<file path="config.mk">
export PLATFORM = sky130hd
export DESIGN_NAME = oam_dma
export DESIGN_NICKNAME = d
export VERILOG_FILES = /design/src/rtl/oam_dma.sv
export SDC_FILE = /design/constraint.sdc
export NUM_CORES = 1
export LEC_CHECK = 0
export CAP_MARGIN = 20
export CORE_MARGIN = 1.5
export CORE_UTILIZATION = 45
export DETAILED_ROUTE_END_ITERATION = 8
export GPL_ROUTABILITY_DRIVEN = 0
export MAX_ROUTING_LAYER = met4
export PLACE_DENSITY_LB_ADDON = 0.08
export REMOVE_ABC_BUFFERS = 1
export SETUP_SLACK_MARGIN = 0.05
export SYNTH_ARGS = -nofsm -noshare
export SYNTH_HDL_FRONTEND = slang
export SYNTH_SLANG_ARGS = --single-unit
</file>
<file path="constraint.sdc">
create_clock -name clk_in -period 2.2 [get_ports clk_in]
set_input_delay 0.22 -clock clk_in [delete_from_list [all_inputs] [get_ports clk_in]]
set_output_delay 0.22 -clock clk_in [all_outputs]
set_load 0.005 [all_outputs]
</file>
<file path="src/rtl/oam_dma.sv">
// Sprite-DMA engine: a rising-edge write to TRIG_ADDR copies one 256-byte CPU page
// into OAM via alternating READ/WRITE bus cycles, with all bus outputs registered.
module oam_dma #(
  parameter logic [15:0] TRIG_ADDR     = 16'h4014,
  parameter logic [15:0] OAM_DATA_ADDR = 16'h2004
) (
  input  logic        clk_in,
  input  logic        rst_in,
  input  logic [15:0] cpumc_a_in,
  input  logic [7:0]  cpumc_din_in,
  input  logic        cpu_r_nw_in,
  input  logic [7:0]  cpumc_dout_in,
  output logic        active_out,
  output logic [15:0] cpumc_a_out,
  output logic [7:0]  cpumc_d_out,
  output logic        cpumc_r_nw_out
);

  typedef enum logic [1:0] {
    S_IDLE,
    S_START,
    S_READ,
    S_WRITE
  } state_t;

  state_t      state_q, state_d;
  logic [7:0]  page_q, page_d;
  logic [7:0]  cnt_q, cnt_d;
  logic        hist_q;
  logic        trig_cond;
  logic        trig;

  logic        active_q, active_d;
  logic [15:0] a_q, a_d;
  logic [7:0]  d_q, d_d;
  logic        rnw_q, rnw_d;

  assign trig_cond = !cpu_r_nw_in && (cpumc_a_in == TRIG_ADDR);
  assign trig      = trig_cond && !hist_q;

  // Outputs are registered from the next state, so each bus phase appears
  // in the same cycle as the state it belongs to.
  always_ff @(posedge clk_in) begin
    if (rst_in) begin
      state_q  <= S_IDLE;
      page_q   <= '0;
      cnt_q    <= '0;
      hist_q   <= 1'b1;
      active_q <= 1'b0;
      a_q      <= '0;
      d_q      <= '0;
      rnw_q    <= 1'b1;
    end else begin
      state_q  <= state_d;
      page_q   <= page_d;
      cnt_q    <= cnt_d;
      hist_q   <= trig_cond;
      active_q <= active_d;
      a_q      <= a_d;
      d_q      <= d_d;
      rnw_q    <= rnw_d;
    end
  end

  always_comb begin
    state_d = state_q;
    page_d  = page_q;
    cnt_d   = cnt_q;
    unique case (state_q)
      S_IDLE: begin
        if (trig) begin
          page_d  = cpumc_din_in;
          cnt_d   = '0;
          state_d = S_START;
        end
      end
      S_START: state_d = S_READ;
      S_READ:  state_d = S_WRITE;
      S_WRITE: begin
        if (cnt_q == 8'hFF) begin
          state_d = S_IDLE;
        end else begin
          cnt_d   = cnt_q + 8'd1;
          state_d = S_READ;
        end
      end
      default: state_d = S_IDLE;
    endcase
  end

  always_comb begin
    active_d = (state_d != S_IDLE);
    rnw_d    = (state_d != S_WRITE);
    a_d      = a_q;
    d_d      = d_q;
    unique case (state_d)
      S_START: a_d = '0;
      S_READ:  a_d = {page_d, cnt_d};
      S_WRITE: begin
        a_d = OAM_DATA_ADDR;
        d_d = cpumc_dout_in;
      end
      default: ;
    endcase
  end

  assign active_out     = active_q;
  assign cpumc_a_out    = a_q;
  assign cpumc_d_out    = d_q;
  assign cpumc_r_nw_out = rnw_q;

endmodule

</file>
==> impl_metrics.env, run 1 <==
export IMPL_outcome="complete, no violations"
export IMPL_end_kind="register"
export IMPL_yosys_area_top_type_share_pct=44.9
export IMPL_core_area_sq_um=4320
export IMPL_slowest_stage="dfxtp_1"
export IMPL_clk_latency_ns=0.30
export IMPL_yosysSeqAreaShare_pct=44.9
export IMPL_timing_hold_violations_final=0
export IMPL_ys_flop_type="dfxtp_1"
export IMPL_nNetsFinal=316
export IMPL_cp_max_fo=4
export IMPL_cts_buffers=5
export IMPL_dp_hpwl_um=3360
export IMPL_clk_path_buf_depth=2
export IMPL_use_met3_pct=4.22
export IMPL_num_rows=24
export IMPL_worstMarginPinSlew_ns=0.423
export IMPL_worstPathRequired_ns=2.39
export IMPL_netlist_instances=201
export IMPL_die_h_um=69.8
export IMPL_power_density_nw_per_um2=851
export IMPL_grt_max_degree=27
export IMPL_fmax_mhz=492
export IMPL_startpoint_type="register"
export IMPL_avgSynthCellArea_sq_um=9.98
export IMPL_clock_skew_ns=0.00773
export IMPL_post_drt_wl_per_cell_um=13.5
export IMPL_n_fill_cell=355
export IMPL_grt_first_pass_wirelength_um=7720
export IMPL_final_common_cell="clkdlybuf4s50_1"
export IMPL_drc=0
export IMPL_antenna_found_initial=0
export IMPL_grt_pass1_vias=1725
export IMPL_most_common_layout_cells="60 x clkdlybuf4s50_1, 45 x dfxtp_1, 26 x nor2_1, 17 x mux2i_1, 14 x inv_1"
export IMPL_ir_drop_mv=0.618
export IMPL_max_stage_delay_ns=0.37
export IMPL_setup_violations=0
export IMPL_arrival_ns=2.23
export IMPL_synthToLayoutAreaGrowth_pct=42.0
export IMPL_initial_core_util_pct=46.4
export IMPL_total_power_w=0.00242
export IMPL_leakage_nw=1.03
export IMPL_yosysTopAreaCell="dfxtp_1"
export IMPL_drv_slew=0
export IMPL_synth_edf_count=0
export IMPL_viasPerCell=5.30
export IMPL_yosys_warnings=0
export IMPL_post_cts_buffers=0
export IMPL_drive_gt1_share_pct=12.3
export IMPL_htreeDepth=2
export IMPL_fin_area_sq_um=2850
export IMPL_dpl_instance_area_sq_um=2750
export IMPL_wirelength_um=4430
export IMPL_dr_pass1_iters=4
export IMPL_post_route_period_util_pct=92.3
export IMPL_netlist_top_cells_area="dfxtp_1 45%, mux2i_1 8.5%, nor2_1 4.9%"
export IMPL_ctsHoldBuffers=0
export IMPL_path_cells="inv_1 > ha_1 > or2_2 > o32a_1 > o221a_2 > a22o_1"
export IMPL_use_met2_pct=31.6
export IMPL_antenna_left=0
export IMPL_cts_root_buf="clkbuf_8"
export IMPL_fin_crit_ns=2.03
export IMPL_grt_util_met1_pct=25.3
export IMPL_num_antenna_cells=0
export IMPL_max_slew_margin_pct=71.7
export IMPL_async_reset_ff_share_pct=0
export IMPL_cts_resized=0
export IMPL_ys_seq_elements=45
export IMPL_hp_class="register to register"
export IMPL_syn_area_sq_um=2010
export IMPL_drv_cap=0
export IMPL_grt_busiest_layer="met2"
export IMPL_vias=1740
export IMPL_rsz0062_at_grt="false"
export IMPL_drt_iter0_markers=90
export IMPL_critical_path_class="register to register"
export IMPL_path_clk_slew_ns=0.08
export IMPL_die_area_sq_um=4870
export IMPL_ioPinCount=61
export IMPL_grt_overflow=0
export IMPL_die_x_um=69.8
export IMPL_yosysUniqueCellTypes=46
export IMPL_grt_use_total_pct=20.0
export IMPL_tritoncts="built"
export IMPL_cts_num_sinks=45
export IMPL_port_buffers=60
metrics by stage:
stage               worst slack [ns]  util, %  setup TNS, ns  hold slack (ns)  cells
global placement             -0.0760     63.7         -0.731            0.446    320
floorplan                      0.209        -              0            0.289    194
detailed placement           -0.0685     63.7         -0.747            0.452    320
global route                  0.0603     65.9              0            0.491    328
CTS                            0.155     65.6              0            0.465    328
finish                         0.169     65.9              0            0.459    328
state kept, by name, summed over array words and instances (netlist names):
signal / flops
cnt_q: 8
active_out: 1
hist_q: 1
state_q: 2
cpumc_d_out: 8
cpumc_r_nw_out: 1
cpumc_a_out: 16
page_q: 8
logic make-up after synthesis:
family                   after synthesis  share of synthesized area [%]
AO/OA/AOI/OAI                         43                           18.6
flip-flops                            45                           44.9
buffers and inverters                 21                           4.37
multiplexers                          20                           10.2
adder cells (fa/ha/maj)                6                           3.74
AND/OR/NAND/NOR                       66                           18.2
critical path: cells and delay by family, from the launching register on:
kind	cells	cell delay [ns]
flops	1	0.37
fa+ha+maj	1	0.31
buf+inv	1	0.10
compound gates	3	0.87
simple gates	1	0.29
synthesized netlist by cell type (2+ instances only):
cell	n
a211oi_1	2
a21o_1	4
a21oi_1	2
a22o_1	11
a311oi_1	3
buf_1	3
clkbuf_1	2
dfxtp_1	45
ha_1	6
inv_1	14
mux2_2	3
mux2i_1	17
nand2_1	8
nand3_1	2
nand4_1	3
nor2_1	26
nor2b_1	5
nor3_1	4
nor4_1	2
nor4b_1	3
o21ai_0	2
o32ai_1	10
per-layer routing:
layer,wire length (um),vias to the layer above
met5,0,-
met4,61,0
met3,247,6
met2,2070,37
met1,2060,806
li1,-,891
power breakdown:
| part | internal (W) | total (W) | switching [W] |
|---|---|---|---|
| combinational | 0.000523 | 0.00102 | 0.000493 |
| clock | 0.000225 | 0.000491 | 0.000266 |
| sequential | 0.000880 | 0.000916 | 0.0000360 |
worst paths after layout:
path                                         to             from  cells after the start  slack (ns)
worst min-delay path            cpumc_a_out[10]  cpumc_a_out[10]                      2        0.46
worst min register to register  cpumc_a_out[10]  cpumc_a_out[10]                      2        0.46
worst max register to register   cpumc_a_out[6]       state_q[0]                      6        0.17
worst max-delay path             cpumc_a_out[6]       state_q[0]                      6        0.17
final cells by class:
cell class,count,area (sq um),share of cell area [%]
Inverter,14,52.6,1.85
Clock inverter,1,7.51,0.264
Clock buffer,7,76.3,2.68
Tap cell,52,65.1,2.28
Sequential cell,45,901,31.6
Timing Repair Buffer,74,718,25.2
Multi-Input combinational cell,135,1030,36.1
Note: power is estimated with default switching activity, not from simulation.
==> inputs of run 2 (changes only) <==
--- a/config.mk
+++ b/config.mk
@@ -6,7 +6,7 @@
 export NUM_CORES = 1
 export LEC_CHECK = 0
 export CAP_MARGIN = 20
-export CORE_MARGIN = 1.5
+export CORE_MARGIN = 2
 export CORE_UTILIZATION = 45
 export DETAILED_ROUTE_END_ITERATION = 8
 export GPL_ROUTABILITY_DRIVEN = 0
==> run 2 against run 1 <==
Global-route usage shrank 0.91 points; sequential share of layout area shrank 0.52 points; die area grew 2.9%; routed wire length shrank 0.99%; utilization grew 1.2 points; first-iteration DRC count shrank 27%; maximum frequency grew 0.20%; non-clock buffer count grew 1; critical path type unchanged; largest power group unchanged; highest routed layer unchanged.
==> impl_metrics.env, run 2 (same netlist as run 1, synthesis figures left out) <==
export IMPL_outcome="complete, no violations"
export IMPL_fmax_mhz=493
export IMPL_initial_core_util_pct=46.4
export IMPL_viasPerCell=5.32
export IMPL_most_common_layout_cells="60 x clkdlybuf4s50_1, 44 x dfxtp_1, 26 x nor2_1, 17 x mux2i_1"
export IMPL_synthToLayoutAreaGrowth_pct=44.5
export IMPL_grt_overflow=0
export IMPL_power_density_nw_per_um2=891
export IMPL_die_area_sq_um=5010
export IMPL_largest_reg_flops=16
export IMPL_drv_slew=0
export IMPL_arrival_ns=2.21
export IMPL_dp_hpwl_um=3320
export IMPL_worstMarginPinSlew_ns=0.396
export IMPL_grt_first_pass_wirelength_um=7550
export IMPL_setup_violations=0
export IMPL_grt_max_degree=20
export IMPL_final_core_util_pct=67.0
export IMPL_end_kind="register"
export IMPL_cp_max_fo=6
export IMPL_path_clk_slew_ns=0.08
export IMPL_tritoncts="built"
export IMPL_grt_pass1_vias=1708
export IMPL_drt_iter0_markers=66
export IMPL_drc=0
export IMPL_num_antenna_cells=0
export IMPL_cts_root_buf="clkbuf_8"
export IMPL_drive_gt1_share_pct=13.4
export IMPL_timing_hold_violations_final=0
export IMPL_detailedPlace_worstSlack_ns=-0.0836
export IMPL_final_common_cell="clkdlybuf4s50_1"
export IMPL_ioPinCount=61
export IMPL_postLayoutSetupSlackWorst_ns=0.173
export IMPL_nNetsFinal=317
export IMPL_clock_skew_ns=0.00292
export IMPL_post_route_period_util_pct=92.1
export IMPL_antenna_left=0
export IMPL_critical_path_class="register to register"
export IMPL_cts_num_sinks=45
export IMPL_fin_crit_ns=2.03
export IMPL_grt_use_total_pct=19.0
export IMPL_vias=1750
export IMPL_whs_path_depth=2
export IMPL_n_fill_cell=359
export IMPL_port_buffers=60
export IMPL_cts_buffers=5
export IMPL_internal_power_w=0.00178
export IMPL_hp_class="register to register"
export IMPL_rsz0062_at_grt="true"
export IMPL_power_switching_share_pct=31.0
export IMPL_dr_pass1_iters=4
export IMPL_die_h_um=70.8
export IMPL_seq_power_share_pct=35.5
export IMPL_reg2reg_depth=6
export IMPL_antenna_found_initial=0
export IMPL_pwr_share_clk_pct=24.4
export IMPL_drv_cap=0
export IMPL_htreeDepth=2
export IMPL_worstPathRequired_ns=2.39
export IMPL_combPwrFrac_pct=40.1
export IMPL_die_x_um=70.8
export IMPL_wirelength_um=4390
export IMPL_max_slew_margin_pct=73.4
export IMPL_leakage_nw=1.06
export IMPL_ir_drop_mv=0.695
export IMPL_p_switching_w=0.000802
export IMPL_clk_path_buf_depth=2
export IMPL_core_area_sq_um=4320
export IMPL_startpoint_type="register"
export IMPL_num_rows=24
export IMPL_clk_latency_ns=0.29
export IMPL_finalSetupTns_ns=0
export IMPL_post_drt_wl_per_cell_um=13.3
-- run 2: stage by stage --
| step | area [sq um] | std cells | hold slack (ns) | total power (W) |
|---|---|---|---|---|
| after floorplan | 1970 | 194 | 0.289 | 0.00150 |
| after global placement | 2760 | 321 | 0.446 | 0.00193 |
| after detailed placement | 2760 | 321 | 0.446 | 0.00193 |
| after CTS | 2880 | 329 | 0.458 | 0.00256 |
| after global routing | 2900 | 329 | 0.484 | 0.00275 |
| final | 2900 | 329 | 0.455 | 0.00258 |
-- run 2: worst paths after layout --
path	start	slack [ns]	to
max	cnt_q[0]	0.17	cpumc_a_out[1]
min	cpumc_a_out[12]	0.45	cpumc_a_out[12]
max reg2reg	cnt_q[0]	0.17	cpumc_a_out[1]
min reg2reg	cpumc_a_out[12]	0.45	cpumc_a_out[12]
-- run 2: final cells by class --
| cell class | instances | area (sq um) | area share (%) |
|---|---|---|---|
| clock inverter | 1 | 30.0 | 1.04 |
| timing repair buffer | 75 | 726 | 25.0 |
| inverter | 14 | 52.6 | 1.81 |
| clock buffer | 7 | 86.3 | 2.98 |
| multi-input combinational | 135 | 1040 | 35.8 |
| sequential | 45 | 902 | 31.1 |
| tap | 52 | 65.1 | 2.24 |
-- run 2: power by group through the flow --
stage          registers (W)  logic, W  clock network, W
2_1_floorplan       0.000936  0.000560                 0
6_report            0.000918   0.00104          0.000629
3_5_place_dp        0.000934  0.000995                 0
3_3_place_gp        0.000935  0.000991                 0
4_1_cts             0.000917   0.00100          0.000646
5_1_grt             0.000928   0.00114          0.000677
-- run 2: critical path, stage by stage, from the launching register on --
cell	delay, ns
dfxtp_1	0.41
ha_1	0.27
nand4_1	0.21
nor2_1	0.27
mux2_2	0.36
a22o_1	0.20
a22o_1	0.20
-- run 2: routing by layer --
layer,vias to the layer above,routed length (um),global-route usage [%]
met4,0,44,4.40
met3,5,192,3.99
met5,-,0,-
met1,808,2130,25.2
met2,39,2020,30.1
li1,898,-,-
-- run 2: repair_timing --
item	4_1_cts	5_1_grt
gates resized for setup	0	5
buffers inserted	0	0
endpoints found under the setup margin	0	14
hold buffers	0	0
==> inputs of run 3 (changes only) <==
--- a/config.mk
+++ b/config.mk
@@ -10,7 +10,6 @@
 export CORE_UTILIZATION = 45
 export DETAILED_ROUTE_END_ITERATION = 8
 export GPL_ROUTABILITY_DRIVEN = 0
-export MAX_ROUTING_LAYER = met4
 export PLACE_DENSITY_LB_ADDON = 0.08
 export REMOVE_ABC_BUFFERS = 1
 export SETUP_SLACK_MARGIN = 0.05
==> run 3 against run 2 <==
Flip-flop and latch count unchanged; clock power hardly changed; count of clock-buffer cells in the layout unchanged; die area stayed put; maximum frequency about the same; global-route usage is 0.56 points lower; hold slack about the same; worst setup slack is essentially flat; combinational power about the same; first-iteration DRC count is the same; non-clock buffer count is the same.
==> impl_metrics.env, run 3 (same netlist as run 1, synthesis figures left out) <==
export IMPL_dp_cells=321
export IMPL_arrival_ns=2.21
export IMPL_grt_pass1_vias=1708
export IMPL_cp_max_fo=6
export IMPL_crit_family="simple AND/OR/NAND/NOR gates"
export IMPL_path_cells="ha_1 > nand4_1 > nor2_1 > mux2_2 > a22o_1 > a22o_1"
export IMPL_drc=0
export IMPL_ioPinCount=61
export IMPL_whs_ns=0.455
export IMPL_grt_overflow=0
export IMPL_grt_max_degree=20
export IMPL_largest_reg_flops=16
export IMPL_timing_hold_violations_final=0
export IMPL_worstPathRequired_ns=2.38
export IMPL_drt_iter0_markers=66
export IMPL_grt_first_pass_wirelength_um=7550
export IMPL_end_kind="register"
export IMPL_instances_no_fill=329
export IMPL_antenna_left=0
export IMPL_synthToLayoutAreaGrowth_pct=44.5
export IMPL_worstMarginPinSlew_ns=0.396
export IMPL_cts_num_sinks=45
export IMPL_max_stage_delay_ns=0.41
export IMPL_setup_violations=0
export IMPL_post_route_period_util_pct=92.1
export IMPL_tritoncts="built"
export IMPL_viasPerCell=5.33
export IMPL_power_density_nw_per_um2=891
export IMPL_clk_latency_ns=0.29
export IMPL_vias=1752
export IMPL_drv_cap=0
export IMPL_hp_class="register to register"
export IMPL_use_met2_pct=30.1
export IMPL_fin_crit_ns=2.03
export IMPL_max_slew_margin_pct=73.4
export IMPL_drive_gt1_share_pct=13.4
export IMPL_fin_area_sq_um=2900
export IMPL_use_met3_pct=4.70
export IMPL_nNetsFinal=317
export IMPL_cts_resized=0
export IMPL_dr_pass1_iters=4
export IMPL_grt_util_met1_pct=24.8
export IMPL_clock_skew_ns=0.00293
export IMPL_detailedPlace_worstSlack_ns=-0.0836
export IMPL_ir_drop_mv=0.695
export IMPL_postLayoutSetupSlackWorst_ns=0.173
export IMPL_critical_path_class="register to register"
export IMPL_initial_core_util_pct=46.4
export IMPL_core_area_sq_um=4320
export IMPL_post_drt_wl_per_cell_um=13.3
export IMPL_num_antenna_cells=0
export IMPL_die_h_um=70.8
export IMPL_post_cts_buffers=0
export IMPL_cts_buffers=5
export IMPL_rsz0062_at_grt="true"
export IMPL_slowest_stage="dfxtp_1"
export IMPL_final_common_cell="clkdlybuf4s50_1"
export IMPL_grt_busiest_layer="met2"
export IMPL_antenna_found_initial=0
export IMPL_grt_use_total_pct=18.5
export IMPL_port_buffers=60
export IMPL_outcome="complete, no violations"
export IMPL_dpl_instance_area_sq_um=2760
export IMPL_path_buf_inv=0
export IMPL_dp_hpwl_um=3320
export IMPL_leakage_nw=1.06
export IMPL_wirelength_um=4380
export IMPL_ctsHoldBuffers=0
export IMPL_num_rows=24
export IMPL_htreeDepth=2
export IMPL_most_common_layout_cells="60 x clkdlybuf4s50_1, 44 x dfxtp_1, 26 x nor2_1, 17 x mux2i_1"
export IMPL_crit_top_cell="a22o_1"
export IMPL_drv_slew=0
export IMPL_clk_path_buf_depth=2
export IMPL_path_clk_slew_ns=0.08
export IMPL_die_x_um=70.8
export IMPL_fmax_mhz=493
export IMPL_cts_root_buf="clkbuf_8"
export IMPL_die_area_sq_um=5010
export IMPL_startpoint_type="register"
==> run 3: cell counts in the layout (fill, tap and decap cells not counted) <==
No cell type changed its count.
==> run 3: metrics by stage <==
| step | utilization, % | power, W | setup TNS, ns |
|---|---|---|---|
| finish | 67.0 | 0.00258 | 0 |
| global route | 67.0 | 0.00275 | 0 |
| CTS | 66.6 | 0.00256 | 0 |
| detailed placement | 63.9 | 0.00193 | -0.670 |
| global placement | 63.9 | 0.00193 | -0.858 |
| floorplan | - | 0.00150 | 0 |
==> run 3: final timing paths <==
path / slack, ns / cells after the start / to / start
worst min register to register: 0.45 / 2 / cpumc_a_out[12] / cpumc_a_out[12]
worst min-delay path: 0.45 / 2 / cpumc_a_out[12] / cpumc_a_out[12]
worst max register to register: 0.17 / 6 / cpumc_a_out[1] / cnt_q[0]
worst max-delay path: 0.17 / 6 / cpumc_a_out[1] / cnt_q[0]
==> run 3: power by group <==
group / internal [W] / switching (W)
Sequential: 0.000882 / 0.0000361
Clock: 0.000370 / 0.000259
Combinational: 0.000530 / 0.000505
==> run 3: worst reg2reg max path: cells and delay by family (launching register included) <==
kind | cells | cell delay (ns)
compound gates | 2 | 0.40
fa+ha+maj | 1 | 0.27
flops | 1 | 0.41
mux | 1 | 0.36
simple gates | 2 | 0.48
==> run 3: area by class of cell <==
cell class | instances | area [sq um]
inverters | 14 | 52.6
repair buffers | 75 | 726
clock buffers | 7 | 86.3
multi-input cells | 135 | 1040
clock inverters | 1 | 30.0
fillers | 359 | 1430
flip-flops and latches | 45 | 902
well taps | 52 | 65.1
==> run 3: metal layers <==
metal	share of wire [%]	wire length [um]	up-vias
met4	1.0	44	0
li1	-	-	899
met1	48	2100	809
met3	5.2	226	5
met2	46	2010	39
met5	0	0	-
